### src/rtl/vsrc_pkg.sv
// vsrc_pkg: pattern codes and axis timing helpers for the synthetic video source
package vsrc_pkg;
  typedef enum logic [1:0] {
    PAT_SOLID = 2'd0,
    PAT_HRAMP = 2'd1,
    PAT_VRAMP = 2'd2,
    PAT_CHECK = 2'd3
  } pat_t;
  function automatic int axis_total(input int s, input int bp, input int act, input int fp);
    return s + bp + act + fp;
  endfunction
  function automatic int axis_width(input int s, input int bp, input int act, input int fp);
    return $clog2(axis_total(s, bp, act, fp));
  endfunction
endpackage

### src/rtl/vtg_axis_counter.sv
// vtg_axis_counter: one timing axis (sync, back porch, active, front porch) with wrap strobe
module vtg_axis_counter
  import vsrc_pkg::*;
#(
  parameter int SYNC = 96,
  parameter int BP = 152,
  parameter int ACT = 800,
  parameter int FP = 32,
  localparam int TOTAL = axis_total(SYNC, BP, ACT, FP),
  localparam int W = axis_width(SYNC, BP, ACT, FP)
) (
  input  logic         clk,
  input  logic         rst,
  input  logic         clr,
  input  logic         adv,
  output logic [W-1:0] cnt,
  output logic         sync,
  output logic         act,
  output logic         wrap
);
  always_comb begin
    wrap = adv && (32'(cnt) == TOTAL - 1);
    sync = 32'(cnt) < SYNC;
    act = (32'(cnt) >= SYNC + BP) && (32'(cnt) < SYNC + BP + ACT);
  end
  always_ff @(posedge clk) begin
    if (rst || clr) cnt <= '0;
    else if (adv) cnt <= wrap ? '0 : cnt + 1'b1;
  end
endmodule

### src/rtl/vsrc_pattern.sv
// vsrc_pattern: synthetic video timing generator and test-pattern source
module vsrc_pattern
  import vsrc_pkg::*;
#(
  parameter int H_FP = 32,
  parameter int H_SYNC = 96,
  parameter int H_BP = 152,
  parameter int H_ACT = 800,
  parameter int V_FP = 1,
  parameter int V_SYNC = 3,
  parameter int V_BP = 46,
  parameter int V_ACT = 1200,
  parameter logic [7:0] SOLID_LEVEL = 8'h80
) (
  input  logic        clk,
  input  logic        rst,
  input  logic        enable,
  input  logic [1:0]  pattern,
  output logic        v_vsync,
  output logic        v_hsync,
  output logic        v_de,
  output logic [7:0]  v_pixel,
  output logic [15:0] frame_count
);
  localparam int HW = axis_width(H_SYNC, H_BP, H_ACT, H_FP);
  localparam int VW = axis_width(V_SYNC, V_BP, V_ACT, V_FP);
  logic [HW-1:0] hc;
  logic [VW-1:0] vc;
  logic h_sync, h_act, h_wrap, v_sync, v_act, v_wrap, de;
  logic [7:0] x, y, pix;
  logic [15:0] fc_next;
  pat_t pat_q;
  vtg_axis_counter #(.SYNC(H_SYNC), .BP(H_BP), .ACT(H_ACT), .FP(H_FP)) u_h (
    .clk(clk), .rst(rst), .clr(!enable), .adv(enable),
    .cnt(hc), .sync(h_sync), .act(h_act), .wrap(h_wrap)
  );
  vtg_axis_counter #(.SYNC(V_SYNC), .BP(V_BP), .ACT(V_ACT), .FP(V_FP)) u_v (
    .clk(clk), .rst(rst), .clr(!enable), .adv(h_wrap),
    .cnt(vc), .sync(v_sync), .act(v_act), .wrap(v_wrap)
  );
  always_comb begin
    x = 8'(32'(hc) - 32'(H_SYNC + H_BP));
    y = 8'(32'(vc) - 32'(V_SYNC + V_BP));
    de = h_act && v_act;
    pix = pat_q == PAT_SOLID ? SOLID_LEVEL :
          pat_q == PAT_HRAMP ? x :
          pat_q == PAT_VRAMP ? y : {8{x[3] ^ y[3] ^ frame_count[0]}};
    fc_next = v_wrap ? frame_count + 16'd1 : frame_count;
  end
  // pattern is latched only at the frame origin so a mid-frame change never tears
  always_ff @(posedge clk) begin
    if (rst) begin
      pat_q <= PAT_SOLID;
      frame_count <= '0;
      v_vsync <= 1'b0;
      v_hsync <= 1'b0;
      v_de <= 1'b0;
      v_pixel <= 8'h00;
    end else begin
      frame_count <= fc_next;
      if (enable && hc == '0 && vc == '0) pat_q <= pat_t'(pattern);
      v_vsync <= enable && v_sync;
      v_hsync <= enable && h_sync;
      v_de <= enable && de;
      v_pixel <= (enable && de) ? pix : 8'h00;
    end
  end
endmodule

### config.mk
export PLATFORM = sky130hd
export DESIGN_NAME = vsrc_pattern
export DESIGN_NICKNAME = d
export VERILOG_FILES = /design/src/rtl/vsrc_pkg.sv /design/src/rtl/vtg_axis_counter.sv /design/src/rtl/vsrc_pattern.sv
export SDC_FILE = /design/constraint.sdc
export NUM_CORES = 1
export LEC_CHECK = 0
export CORE_MARGIN = 2
export CORE_UTILIZATION = 56
export CTS_CLUSTER_DIAMETER = 60
export CTS_CLUSTER_SIZE = 24
export DETAILED_ROUTE_END_ITERATION = 7
export PLACE_DENSITY = 0.91
export REMOVE_ABC_BUFFERS = 1
export SKIP_CTS_REPAIR_TIMING = 1
export SLEW_MARGIN = 0
export SYNTH_ARGS = -nofsm -noshare
export SYNTH_HDL_FRONTEND = slang
export SYNTH_SLANG_ARGS = --single-unit
### constraint.sdc
create_clock -name clk -period 2.77 [get_ports clk]
set_input_delay 0.554 -clock clk [delete_from_list [all_inputs] [get_ports clk]]
set_output_delay 0.554 -clock clk [all_outputs]
set_load 0.01 [all_outputs]
# ---- Yosys cells after proc, flatten, opt, wreduce, memory -nomap -nowiden
# Cells that the tools add are included.
dict set report word_totals {
  regBits 51
  output_inout_bits 27
  elab_cells 49
}
dict set report op_classes {
  n_reduce_logical 17
  order_cmp 6
  add_sub_neg 5
  mux 5
  n_eq_ne 4
  bitwise_logic 3
}
# operator count
set op_table {}
lappend op_table {{8-bit two-way mux} 3}
lappend op_table {{11-bit by 1-bit adder with 11-bit output, second input constant} 2}
lappend op_table {{11-bit equality test, second input constant} 2}
lappend op_table {{11-bit logical NOT} 2}
lappend op_table {{11-bit less-than comparator, second input constant} 2}
lappend op_table {{11-bit two-way mux} 2}
lappend op_table {{16-bit by 1-bit adder with 16-bit output, second input constant} 1}
lappend op_table {{11-bit by 6-bit greater-or-equal comparator with 1-bit output, second input constant} 1}
lappend op_table {{11-bit by 8-bit greater-or-equal comparator with 1-bit output, second input constant} 1}
lappend op_table {{11-bit by 2-bit less-than comparator with 1-bit output, second input constant} 1}
lappend op_table {{11-bit by 7-bit less-than comparator with 1-bit output, second input constant} 1}
lappend op_table {{1-bit logical AND} 10}
lappend op_table {{8-bit by 6-bit subtractor with 8-bit output, second input constant} 1}
lappend op_table {{8-bit subtractor, second input constant} 1}
lappend op_table {{3-bit OR reduction} 1}
lappend op_table {{2-bit by 1-bit equality test with 1-bit output, second input constant} 1}
lappend op_table {{2-bit equality test, second input constant} 1}
lappend op_table {{2-bit logical NOT} 1}
lappend op_table {{2-bit OR reduction} 1}
lappend op_table {{1-bit XOR} 2}
lappend op_table {{1-bit logical NOT} 1}
lappend op_table {{1-bit logical OR} 1}
lappend op_table {{1-bit inverter} 1}

# ---- Depth between registers and ports, before layout
dict set report logic_depth {
  depth_word 6
  depth_mapped 8
}

# ---- Modules after synthesis
# From an unflattened synthesis, not the netlist that was laid out.
dict set report hier_totals {
  cells_unflattened 338
  hier_area_um2 2950.3
}
# mod cells_each n_inst seq_area_each_um2 area_per_inst_um2
set by_module_without_submodules {}
lappend by_module_without_submodules {vsrc_pattern 192 1 580.6 1690.4}
lappend by_module_without_submodules {{vtg_axis_counter (u_v)} 75 1 220.2 646.9}
lappend by_module_without_submodules {{vtg_axis_counter (u_h)} 71 1 220.2 613.1}

# ---- Least setup slack after synthesis
# No wires, ideal clock.
dict set report synth_path {
  kind {reg2reg}
  startpoint {reg u_v.cnt[1]}
  endpoint {reg frame_count[11]}
  setup_ns 0.070
  path_stages_with_launch 9
  period_less_slack_ns 2.416
  t_arrival_ns 2.346
  slack_ns 0.354
  t_required_ns 2.700
  n_path_buf 2
  path_cell_list {dfxtp_1 -> clkbuf_1 -> inv_1 -> ha_1 -> or4b_1 -> or4_1 -> clkbuf_1 -> or4_1 -> a21oi_1}
}
dict set report synth_between {
  elab_chain_cells 2
}
# item line_no
set synth_rtl {}
lappend synth_rtl {{start, declared} vtg_axis_counter.sv:16} ;# output logic [W-1:0] cnt,
lappend synth_rtl {{start signal, assigned} vtg_axis_counter.sv:28} ;# else if (adv) cnt <= wrap ? '0 : cnt + 1'b1;
lappend synth_rtl {{11-bit equality test} vtg_axis_counter.sv:22} ;# wrap = adv && (32'(cnt) == TOTAL - 1);
lappend synth_rtl {{1-bit logical AND} vtg_axis_counter.sv:22}
lappend synth_rtl {{end signal, assigned} vsrc_pattern.sv:60} ;# frame_count <= fc_next;
lappend synth_rtl {{end, declared} vsrc_pattern.sv:23} ;# output logic [15:0] frame_count
# Every way passes these cells.
# A chain may end at the register's enable or synchronous reset.

# ---- Final worst setup path
dict set report layout_path {
  startpoint {reg u_v.cnt[1]}
  endpoint {reg frame_count[13]}
}
# Same word-level chain as after synthesis.

==> results.cfg <==
[power_and_ir_drop]
combinationalPowerShare = 0.041
power_frac_clock = 0.352
swShare = 0.238
p_seq_frac = 0.608
total_leakage_power_nw = 1.04
switching_power_w = 0.000292
intPower_w = 0.000936
vdd_drop_max_uv = 305
pwr_density_cell_mw_per_mm2 = 369

[synthesis]
synthMuxAreaShare = 0.0183
synth_adder_area_share = 0.0348
synth_seq_cells = 51
synth_compound_area_frac = 0.177
synthesis.instances = 347
synthSimpleGateAreaFrac = 0.290
syn_area_per_cell_um2 = 8.29
synth.yosys.seq_area_share = 0.355
synthesis.area_mm2 = 0.00288
ys_types = 49
synth_top_family_by_area = simple AND/OR/NAND/NOR gates
synth_xor_area_frac = 0.0596
yosysWarnings = 0

[global_routing]
antenna_found_initial = 0
grt_pass1_wl_um = 11500
globalRoute.totalOverflow = 0
grtUsageTotal = 0.262
grt_pass1_vias = 2487
grt_max_degree = 25

[place]
dp_hpwl_um = 4960
gp_congestion = 0.890
dp_cells = 433
portBuffers = 31

[worst_setup_path]
critPathArrivalTime_ps = 2830
r2r_end = frame_count[13]$_SDFFE_PP0P_
worstSetupStartpointType = register
worst_r2r_path_depth = 6
required_ps = 3020
worstSetupEndpointType = register
reg2reg_from = u_v.cnt[1]$_SDFFE_PP0P_
regToRegSetupSlack_ps = 190
critical_path_class = reg2reg
worstPathMaxFanout = 8

[timing]
tns_ps = 0
fin_skew_ps = 8.85
setup_violations = 0
rsz0062_at_grt = false
period_minus_slack_ps = 2580
fin_crit_sh = 0.933
slew_viol_final = 0
fmax_mhz = 387
hold_viol = 0
worst_slew_pin_slew_ps = 738
relSlewSlack = 0.508

[detailed_routing]
drt_first_pass_iters = 5
final_antenna_net_count = 0
routedWlPerCell_um = 16.0
vias = 2808
wirelength_um = 7070
drtIter0Drc = 229
drc_errors = 0
via_per_inst = 6.37

[floorplan]
pin_count = 32
die_height_um = 75.7
initial_core_util = 0.571
rows = 26
die_w_um = 75.7
dieArea_mm2 = 0.00573
core_region_area_mm2 = 0.00504

[cells_and_area]
drive_gt1_frac = 0.0701
antenna_cells = 0
nets = 383
finalNonFillerCells = 441
syn_to_final_growth_pct = 15.7

[run_status]
status = finished, final reports clean

[cts]
clkLatencyLatePin_ps = 320
clock_path_buffers = 2
cts_root_buf = clkbuf_8
cts_sinks = 51
cts_tree = built
cts_max_level = 2
clk_pin_slew_ps = 100
numCtsBuffers = 5

[worst_hold_path]
hold-path-endpoint = frame_count[7]$_SDFFE_PP0P_
hold_depth = 2
worstHoldStart = frame_count[7]$_SDFFE_PP0P_
holdCritPathClass = reg2reg

[run]
cap_violations = 0
registers in the layout (all words and copies together) (netlist names):
signal and cells:
u_v.cnt 11, v_de 1, pat_q 2, v_vsync 1, v_pixel 8, frame_count 16, v_hsync 1, u_h.cnt 11
worst max-delay path by stage:
stage                                  from                            to  slack [ps]
floorplan           u_h.cnt[8]$_SDFFE_PP0P_   frame_count[3]$_SDFFE_PP0P_         440
global placement                     enable  frame_count[14]$_SDFFE_PP0P_         190
detailed placement                   enable  frame_count[13]$_SDFFE_PP0P_         110
CTS                 u_v.cnt[1]$_SDFFE_PP0P_  frame_count[13]$_SDFFE_PP0P_         240
global route        u_v.cnt[1]$_SDFFE_PP0P_  frame_count[13]$_SDFFE_PP0P_          70
finish              u_v.cnt[1]$_SDFFE_PP0P_  frame_count[13]$_SDFFE_PP0P_         190
Yosys cell counts (all sizes together):
cell type | n | share of area
buf | 8 | 0.021
xnor2 | 13 | 0.040
o41ai | 1 | 0.0030
dfxtp | 51 | 0.35
nor2 | 23 | 0.030
and3 | 2 | 0.0043
a31oi | 3 | 0.0065
a41oi | 1 | 0.0030
nand3 | 18 | 0.031
nor4 | 8 | 0.017
inv | 12 | 0.016
ha | 8 | 0.035
mux2i | 3 | 0.010
a31o | 1 | 0.0030
nand2 | 17 | 0.022
xnor3 | 1 | 0.0078
o211ai | 3 | 0.0078
a311oi | 5 | 0.015
o21a | 2 | 0.0052
nand4bb | 1 | 0.0039
nand2b | 3 | 0.0065
nand4 | 12 | 0.026
a221o | 1 | 0.0035
nor4bb | 1 | 0.0035
nor3b | 4 | 0.010
nor3 | 10 | 0.017
or4 | 20 | 0.055
or4b | 2 | 0.0070
a221oi | 1 | 0.0030
a21o | 1 | 0.0026
a21oi | 30 | 0.052
and2 | 2 | 0.0044
nand4b | 1 | 0.0030
nand3b | 2 | 0.0052
xor2 | 4 | 0.012
clkbuf | 22 | 0.029
o2111ai | 1 | 0.0030
o21ai | 11 | 0.019
o31ai | 16 | 0.042
or3 | 7 | 0.015
nor2b | 3 | 0.0065
a211oi | 3 | 0.0078
mux2 | 2 | 0.0078
and4 | 7 | 0.021
per-layer routing:
layer  share of wire  vias to the layer above  global-route usage
met2            0.48                      115               0.428
li1                -                     1346                   -
met1            0.43                     1327               0.331
met4           0.030                        0               0.117
met5               0                        -                   0
met3           0.069                       20              0.0595
placed cells by master, fill, tap and decap left out, types with 2 or more instances in the layout:
cell type | netlist | layout
nor3_1 | 10 | 10
and3_1 | 2 | 2
o211ai_1 | 3 | 3
a31oi_1 | 3 | 3
nor2b_1 | 3 | 3
mux2i_1 | 3 | 3
clkdlybuf4s50_1 | 0 | 31
or4b_1 | 2 | 2
xnor2_1 | 13 | 13
nand3b_1 | 2 | 2
clkbuf_8 | 0 | 5
and4_1 | 7 | 7
nand4_1 | 12 | 12
ha_1 | 8 | 8
o21ai_0 | 10 | 10
or3_1 | 7 | 7
nor2_1 | 23 | 23
nor4_1 | 8 | 8
xor2_1 | 4 | 4
dfxtp_1 | 51 | 51
o21a_1 | 2 | 2
o31ai_1 | 16 | 16
a311oi_1 | 5 | 5
nand3_1 | 18 | 18
nor3b_1 | 4 | 4
inv_1 | 12 | 12
or4_1 | 18 | 18
a211oi_1 | 3 | 3
nand2_1 | 17 | 17
or4_4 | 2 | 2
buf_4 | 0 | 15
a21oi_1 | 30 | 30
nand2b_1 | 3 | 3
power by group through the flow:
stage	Combinational [W]	Sequential, W	Clock (W)
6_report	0.0000499	0.000746	0.000432
5_1_grt	0.0000556	0.000747	0.000467
4_1_cts	0.0000496	0.000746	0.000438
3_5_place_dp	0.0000493	0.000763	0
3_3_place_gp	0.0000481	0.000763	0
2_1_floorplan	0.0000237	0.000762	0
metrics by stage:
| step | total power [W] | utilization | worst slack [ps] | hold slack (ps) | cell area [um2] |
|---|---|---|---|---|---|
| after floorplan | 0.000785 | - | 443 | 452 | 2740 |
| after global placement | 0.000811 | 0.644 | 187 | 474 | 3250 |
| after CTS | 0.00123 | 0.661 | 236 | 507 | 3330 |
| after global routing | 0.00127 | 0.661 | 71.5 | 548 | 3330 |
| after detailed placement | 0.000812 | 0.644 | 111 | 492 | 3250 |
| final | 0.00123 | 0.661 | 187 | 508 | 3330 |
cells by family after synthesis:
family	count (synthesis)
AND/OR/NAND/NOR	143
AO/OA/AOI/OAI	80
flip-flops	51
buffers and inverters	42
XOR/XNOR	18
adder cells (fa/ha/maj)	8
multiplexers	5
layout make-up:
cell class | instances | area (um2)
multi-input cells | 254 | 1670
clock buffers | 6 | 72.6
flip-flops and latches | 51 | 1020
repair buffers | 46 | 423
clock inverters | 2 | 12.5
fillers | 428 | 1710
inverters | 12 | 45.0
well taps | 70 | 87.6
worst max-delay path, cell delays in order (launching register included):
cell,delay [ps]
dfxtp_1,320
inv_1,140
ha_1,230
or4b_1,510
or4_1,680
or4_1,460
a21oi_1,180
(Power assumes the default switching activity.)
